## config.mk

```make
export PLATFORM = sky130hd
export DESIGN_NAME = match_controller
export DESIGN_NICKNAME = d
export VERILOG_FILES = /design/src/rtl/match_controller.sv
export SDC_FILE = /design/constraint.sdc
export NUM_CORES = 1
export LEC_CHECK = 0
export ABC_CLOCK_PERIOD_IN_PS = 2300
export BUFFER_PORTS_ARGS = -buffer_cell sky130_fd_sc_hd__buf_4
export CORE_MARGIN = 1
export CORE_UTILIZATION = 52
export CTS_CLUSTER_SIZE = 20
export DETAILED_ROUTE_END_ITERATION = 10
export PLACE_DENSITY_LB_ADDON = 0.12
export SLEW_MARGIN = 20
export SYNTH_ARGS = -nofsm -noshare
export SYNTH_HDL_FRONTEND = slang
export SYNTH_SLANG_ARGS = --single-unit
```

## constraint.sdc

```tcl
create_clock -name clk -period 2.3 [get_ports clk]
set_clock_uncertainty 0.1 [all_clocks]
set_input_delay 0.23 -clock clk [delete_from_list [all_inputs] [get_ports clk]]
set_output_delay 0.23 -clock clk [all_outputs]
set_load 0.01 [all_outputs]
```

## src/rtl/match_controller.sv

```systemverilog
// Round/match sequencer: countdown, round timer, scoring and best-of-N winner for the game core.
// Optional PAUSE_EN macro adds a PAUSED state toggled by pause_btn during FIGHT.
module match_controller #(
    parameter int unsigned TICK_DIV           = 100_000_000,
    parameter int unsigned ROUND_SECONDS      = 99,
    parameter int unsigned COUNTDOWN_SECONDS  = 3,
    parameter int unsigned ROUND_OVER_SECONDS = 2,
    parameter int unsigned ROUNDS_TO_WIN      = 2,
    parameter int unsigned MAX_ROUNDS         = 5
) (
    input  logic       clk,
    input  logic       reset,
    input  logic       start_btn,
    input  logic       pause_btn,
    input  logic [1:0] finish,
    input  logic [3:0] p1_health,
    input  logic [3:0] p2_health,
    output logic       game_reset_n,
    output logic       freeze,
    output logic [2:0] state,
    output logic [2:0] round_num,
    output logic [1:0] p1_rounds,
    output logic [1:0] p2_rounds,
    output logic [6:0] timer_sec,
    output logic [1:0] countdown,
    output logic [1:0] match_winner
);

    localparam int unsigned CW = (TICK_DIV > 1) ? $clog2(TICK_DIV) : 1;
    localparam int unsigned RW = (ROUND_OVER_SECONDS > 1) ? $clog2(ROUND_OVER_SECONDS) : 1;
    localparam logic [6:0] TIMER_INIT = 7'(ROUND_SECONDS);
    localparam logic [1:0] CD_INIT    = 2'(COUNTDOWN_SECONDS);

`ifdef PAUSE_EN
    typedef enum logic [2:0] {
        IDLE = 3'd0, COUNTDOWN = 3'd1, FIGHT = 3'd2,
        ROUND_OVER = 3'd3, MATCH_OVER = 3'd4, PAUSED = 3'd5
    } state_t;
`else
    typedef enum logic [2:0] {
        IDLE = 3'd0, COUNTDOWN = 3'd1, FIGHT = 3'd2,
        ROUND_OVER = 3'd3, MATCH_OVER = 3'd4
    } state_t;
`endif

    state_t          cur_state, nxt_state;
    logic [CW-1:0]   cnt;
    logic [RW-1:0]   ro_cnt, ro_d;
    logic            start_q, start_edge, tick, cnt_hold;
    logic [2:0]      round_d;
    logic [1:0]      p1_d, p2_d, cd_d, win_d;
    logic [6:0]      timer_d;
    logic            grn_d, frz_d;

`ifdef PAUSE_EN
    logic   pause_q, pause_edge;
    state_t saved_state;
    assign pause_edge = pause_btn & ~pause_q;
`else
    logic unused_pause;
    assign unused_pause = pause_btn;
`endif

    assign start_edge = start_btn & ~start_q;
    assign tick       = (cnt == CW'(TICK_DIV - 1));
    assign state      = cur_state;

    function automatic logic [1:0] sat_inc(input logic [1:0] v);
        return (v == 2'd3) ? v : v + 2'd1;
    endfunction

    always_ff @(posedge clk or posedge reset) begin
        if (reset) begin
            cur_state    <= IDLE;
            cnt          <= '0;
            ro_cnt       <= '0;
            start_q      <= 1'b0;
            round_num    <= '0;
            p1_rounds    <= '0;
            p2_rounds    <= '0;
            timer_sec    <= TIMER_INIT;
            countdown    <= '0;
            match_winner <= '0;
            game_reset_n <= 1'b0;
            freeze       <= 1'b1;
`ifdef PAUSE_EN
            pause_q      <= 1'b0;
            saved_state  <= IDLE;
`endif
        end else begin
            cur_state <= nxt_state;
            start_q   <= start_btn;
            // Pause entry/exit keeps the partial second so the round clock resumes where it stopped.
            if (cnt_hold)
                cnt <= cnt;
            else if (nxt_state != cur_state || tick)
                cnt <= '0;
            else
                cnt <= cnt + CW'(1);
            ro_cnt       <= ro_d;
            round_num    <= round_d;
            p1_rounds    <= p1_d;
            p2_rounds    <= p2_d;
            timer_sec    <= timer_d;
            countdown    <= cd_d;
            match_winner <= win_d;
            game_reset_n <= grn_d;
            freeze       <= frz_d;
`ifdef PAUSE_EN
            pause_q <= pause_btn;
            if (nxt_state == PAUSED && cur_state != PAUSED)
                saved_state <= cur_state;
`endif
        end
    end

    always_comb begin
        nxt_state = cur_state;
        round_d   = round_num;
        p1_d      = p1_rounds;
        p2_d      = p2_rounds;
        timer_d   = timer_sec;
        cd_d      = countdown;
        win_d     = match_winner;
        ro_d      = ro_cnt;
        cnt_hold  = 1'b0;
        case (cur_state)
            IDLE, MATCH_OVER: begin
                if (start_edge) begin
                    nxt_state = COUNTDOWN;
                    p1_d      = '0;
                    p2_d      = '0;
                    win_d     = '0;
                    round_d   = 3'd1;
                    timer_d   = TIMER_INIT;
                    cd_d      = CD_INIT;
                end
            end
            COUNTDOWN: begin
                if (tick) begin
                    cd_d = countdown - 2'd1;
                    if (countdown == 2'd1)
                        nxt_state = FIGHT;
                end
            end
            FIGHT: begin
`ifdef PAUSE_EN
                if (pause_edge) begin
                    nxt_state = PAUSED;
                    cnt_hold  = 1'b1;
                end else
`endif
                begin
                    if (tick)
                        timer_d = timer_sec - 7'd1;
                    if (finish[0]) begin
                        nxt_state = ROUND_OVER;
                        ro_d      = '0;
                        if (finish[1]) p2_d = sat_inc(p2_rounds);
                        else           p1_d = sat_inc(p1_rounds);
                    end else if (tick && timer_sec == 7'd1) begin
                        nxt_state = ROUND_OVER;
                        ro_d      = '0;
                        if (p1_health > p2_health)      p1_d = sat_inc(p1_rounds);
                        else if (p2_health > p1_health) p2_d = sat_inc(p2_rounds);
                    end
                end
            end
            ROUND_OVER: begin
                if (tick) begin
                    if (ro_cnt == RW'(ROUND_OVER_SECONDS - 1)) begin
                        ro_d = '0;
                        if (p1_rounds == 2'(ROUNDS_TO_WIN)) begin
                            nxt_state = MATCH_OVER;
                            win_d     = 2'b01;
                        end else if (p2_rounds == 2'(ROUNDS_TO_WIN)) begin
                            nxt_state = MATCH_OVER;
                            win_d     = 2'b11;
                        end else if (round_num == 3'(MAX_ROUNDS)) begin
                            nxt_state = MATCH_OVER;
                            if (p1_rounds > p2_rounds)      win_d = 2'b01;
                            else if (p2_rounds > p1_rounds) win_d = 2'b11;
                            else                            win_d = 2'b10;
                        end else begin
                            nxt_state = COUNTDOWN;
                            round_d   = round_num + 3'd1;
                            timer_d   = TIMER_INIT;
                            cd_d      = CD_INIT;
                        end
                    end else begin
                        ro_d = ro_cnt + RW'(1);
                    end
                end
            end
`ifdef PAUSE_EN
            PAUSED: begin
                cnt_hold = 1'b1;
                if (pause_edge)
                    nxt_state = saved_state;
            end
`endif
            default: nxt_state = IDLE;
        endcase
    end

    always_comb begin
        grn_d = !(nxt_state == IDLE || nxt_state == COUNTDOWN);
        frz_d = (nxt_state != FIGHT);
    end

endmodule

```

==> reports/metrics.csv <==
stage;metric;value;unit
outcome;run_status;completed;
sta;setup_viol;0;
global_routing;grt_overflow;0;
floorplan;placement_rows;27;
synthesis;ys_ff_latch;52;
clocking;tritoncts;built;
clocking;clkTransAtPathRegs;0.10;ns
power_and_ir_drop;power.density;547;mW/mm^2
place;place.port_buffers;35;
routing;drcViolationCount;0;
synthesis;synth_area_leaders;dfrtp_1 (40%), nor2_1 (6.9%), ha_1 (6.8%);
floorplan;die_width;77.2;um
sta;final-max-slew-violation-count;0;
sta;setup_repair_after_global_routing_missed_its_margin;yes;
clocking;numClockSinks;52;
clocking;clk_root_buffer_cell;clkbuf_8;
floorplan;die_y;77.2;um
power_and_ir_drop;static_leakage;1.82;nW
synthesis;synthesis.instances;318;
global_routing;grt.total_usage;22.3;%
place;routabilityCongestion;0.859;
synthesis;synth.net_count;348;
routing;avgRoutedWirePerCell;14.1;um
synthesis;synthesis.yosys.warnings;0;
floorplan;starting_density_of_the_core;53.7;%
worst_setup_path;regToRegStartpoint;timer_sec[1]$_DFFE_PP1P_;
worst_setup_path;cp_slowest_cell;dfstp_2;
routing;vias_per_cell;5.48;
place;dpl.hpwl;4700;um
synthesis;synthDistinctLibCells;47;
floorplan;placeableCoreArea;0.00547;mm^2
clocking;cts.path.max_buffers;2;
sta;fmaxAchievable;452;MHz
worst_setup_path;cp_data_arrival_time;2.36;ns
floorplan;dieArea;0.00596;mm^2
power_and_ir_drop;ir_drop;0.000348;V
synthesis;async_set_or_reset_register_ratio_after_synthesis;100;%
global_routing;grt_antenna_before_repair;0;
sta;fin_crit_share;96.2;%
cells_and_area;layout.cell_area.non_filler;0.00369;mm^2
sta;timing.max_slew.rel_slack;55.6;%
worst_setup_path;worstPathCellList;inv_1 > ha_1 > and4b_1 > nor4b_4 > or3_4 > a2111o_1 > or2_1;
clocking;cts.htree.levels;2;
sta;max_slew.worst_pin.slew;0.663;ns
synthesis;post_synthesis_sequential_area_ratio;44.5;%
routing;detail_route.iter0.violations;182;
routing;detail-route-antenna-nets;0;
global_routing;global_route_wire_length_before_repair;10600;um
cells_and_area;drive_above_1_share;24.2;%
sta;tightest_hold_margin;0.331;ns
worst_setup_path;setup.worst_path.end_class;flip-flop;
synthesis;avgSynthCellArea;9.24;um^2
synthesis;synth_enable_flop_cells;0;
routing;wl;6490;um
place;post_dp_cell_area;0.00350;mm^2
worst_setup_path;cp-start-kind;flip-flop;
worst_setup_path;slowest_delay;0.54;ns
sta;min_period;2.21;ns
worst_setup_path;timing.critical_path.from;timer_sec[1]$_DFFE_PP1P_;
cells_and_area;final_net_count;417;
worst_setup_path;worst_ep_required_time;2.44;ns
global_routing;grt_pass1_vias;2315;
cells_and_area;diodes;0;
synthesis;synth_area;0.00294;mm^2
worst_setup_path;cp_max_fo;3;
clocking;clk_latency_worst_skew_pair;0.30;ns
cells_and_area;mostFrequentLayoutCells;buf_4 (68), nor2_1 (54), dfrtp_1 (47), nand2_1 (20), xor2_1 (19);
synthesis;synth_largest_area_cell;dfrtp_1;
min_path;timing.hold.worst.class;in -> async;
routing;route.vias.total;2520;
cells_and_area;layout.cells.most_common;buf_4;
cells_and_area;area_growth_syn_to_layout;25.7;%
floorplan;top_level_ports;37;
synthesis;synth.top_cell.area_share;40.0;%
routing;detailedRoute.firstPassIterationCount;4;
sta;timing.final.hold_violations;0;
global_routing;grt_max_degree;41;
worst_setup_path;worst-setup-path-type;reg -> reg;
synthesis;postSynth.topFlopCell;dfrtp_1;
clocking;cts_made_buffers;5;
job;max_cap_viol_count;0;
registers in the layout, indices dropped and copies added (netlist names), 2 cells and up:
name / cells
cnt: 27
countdown: 2
p1_rounds: 2
match_winner: 2
round_num: 3
p2_rounds: 2
state: 3
timer_sec: 7
synthesized netlist by cell type, types with 2 or more instances:
cell / number
a31oi_1: 4
nor2_1: 54
ha_1: 16
and4_1: 5
nand2b_1: 5
nand3b_1: 2
a21oi_1: 9
xnor2_1: 6
a22oi_1: 2
a21boi_0: 2
buf_2: 6
nand3_1: 13
nand2_1: 20
dfstp_2: 5
inv_1: 18
a2bb2oi_1: 3
xor2_1: 19
nand4_1: 6
a211oi_1: 3
mux2_2: 2
clkbuf_1: 4
dfrtp_1: 47
nor2b_1: 3
and3_1: 6
and4b_1: 2
nor3b_1: 2
o21ai_0: 18
o31ai_1: 6
nor3_1: 9
or3_1: 3
nor4b_1: 2
through the flow:
step	setup TNS [ns]	worst slack (ns)	total power [W]	cells	util [%]
after floorplan	0	0.0710	0.00126	318	-
after global placement	0	0.0188	0.00140	446	64.0
after detailed placement	-0.0130	-0.0130	0.00141	446	64.0
after CTS	0	0.000946	0.00203	458	66.9
after global routing	-0.0267	-0.0169	0.00212	460	67.5
final	0	0.0863	0.00202	460	67.5
path summary, 6_finish.rpt:
check	endpoint	slack, ns	depth (start not counted)
worst min register to register	cnt[0]$_DFF_PP0_	0.39	1
max in group asynchronous	timer_sec[1]$_DFFE_PP1P_	1.19	4
worst max register to register	freeze$_DFF_PP1_	0.09	7
worst min-delay path	start_q$_DFF_PP0_	0.33	3
min in group clk	p2_rounds[0]$_DFFE_PP0P_	0.34	4
worst max-delay path	freeze$_DFF_PP1_	0.09	7
kinds of logic after synthesis:
group	Yosys count	synth area share [%]
AOI/OAI and AO/OA	55	12.0
xor gates and xnor gates	25	7.45
adders and majority gates	16	6.81
buffers and inverters	28	3.83
DFF	52	44.5
muxes	3	1.11
and+or+nand+nor	139	24.3
cell type report:
type                       count  area [um^2]
fill                         455         1780
multi-input combinational    238         1550
sequential                    52         1310
timing repair buffer          72          571
tap                           72         90.1
clock buffer                   6         72.6
inverter                      18         67.6
clock inverter                 2         35.0
report_power, final:
group	total, W	switching [W]	leakage, nW	internal (W)
Clock	0.000623	0.000299	0.0552	0.000323
Combinational	0.000362	0.000191	1.09	0.000172
Sequential	0.00103	0.0000610	0.676	0.000974
Total	0.00202	0.000551	1.82	0.00147
what timing repair did:
item                                    in CTS  in global routing
hold buffers                                 2                  0
resized for setup                            2                  4
buffers inserted                             2                  2
endpoints found under the setup margin       4                 14
endpoints found under the hold margin       12                  0
pin swaps                                    2                  4
cloned                                       0                  0
layer usage:
metal / vias to the layer above / track usage (%) / wire, um
met2: 42 / 36.8 / 3270
met3: 9 / 2.98 / 185
met5: - / 0 / 0
met4: 0 / 7.74 / 80
li1: 1252 / - / -
met1: 1217 / 30.1 / 2950
critical path, delay by kind of cell (launching register included):
family | cells | cell delay (ns)
flops | 1 | 0.54
buf+inv | 1 | 0.05
compound gates | 1 | 0.43
simple gates | 4 | 0.87
fa+ha+maj | 1 | 0.16
(Power assumes the default switching activity.)
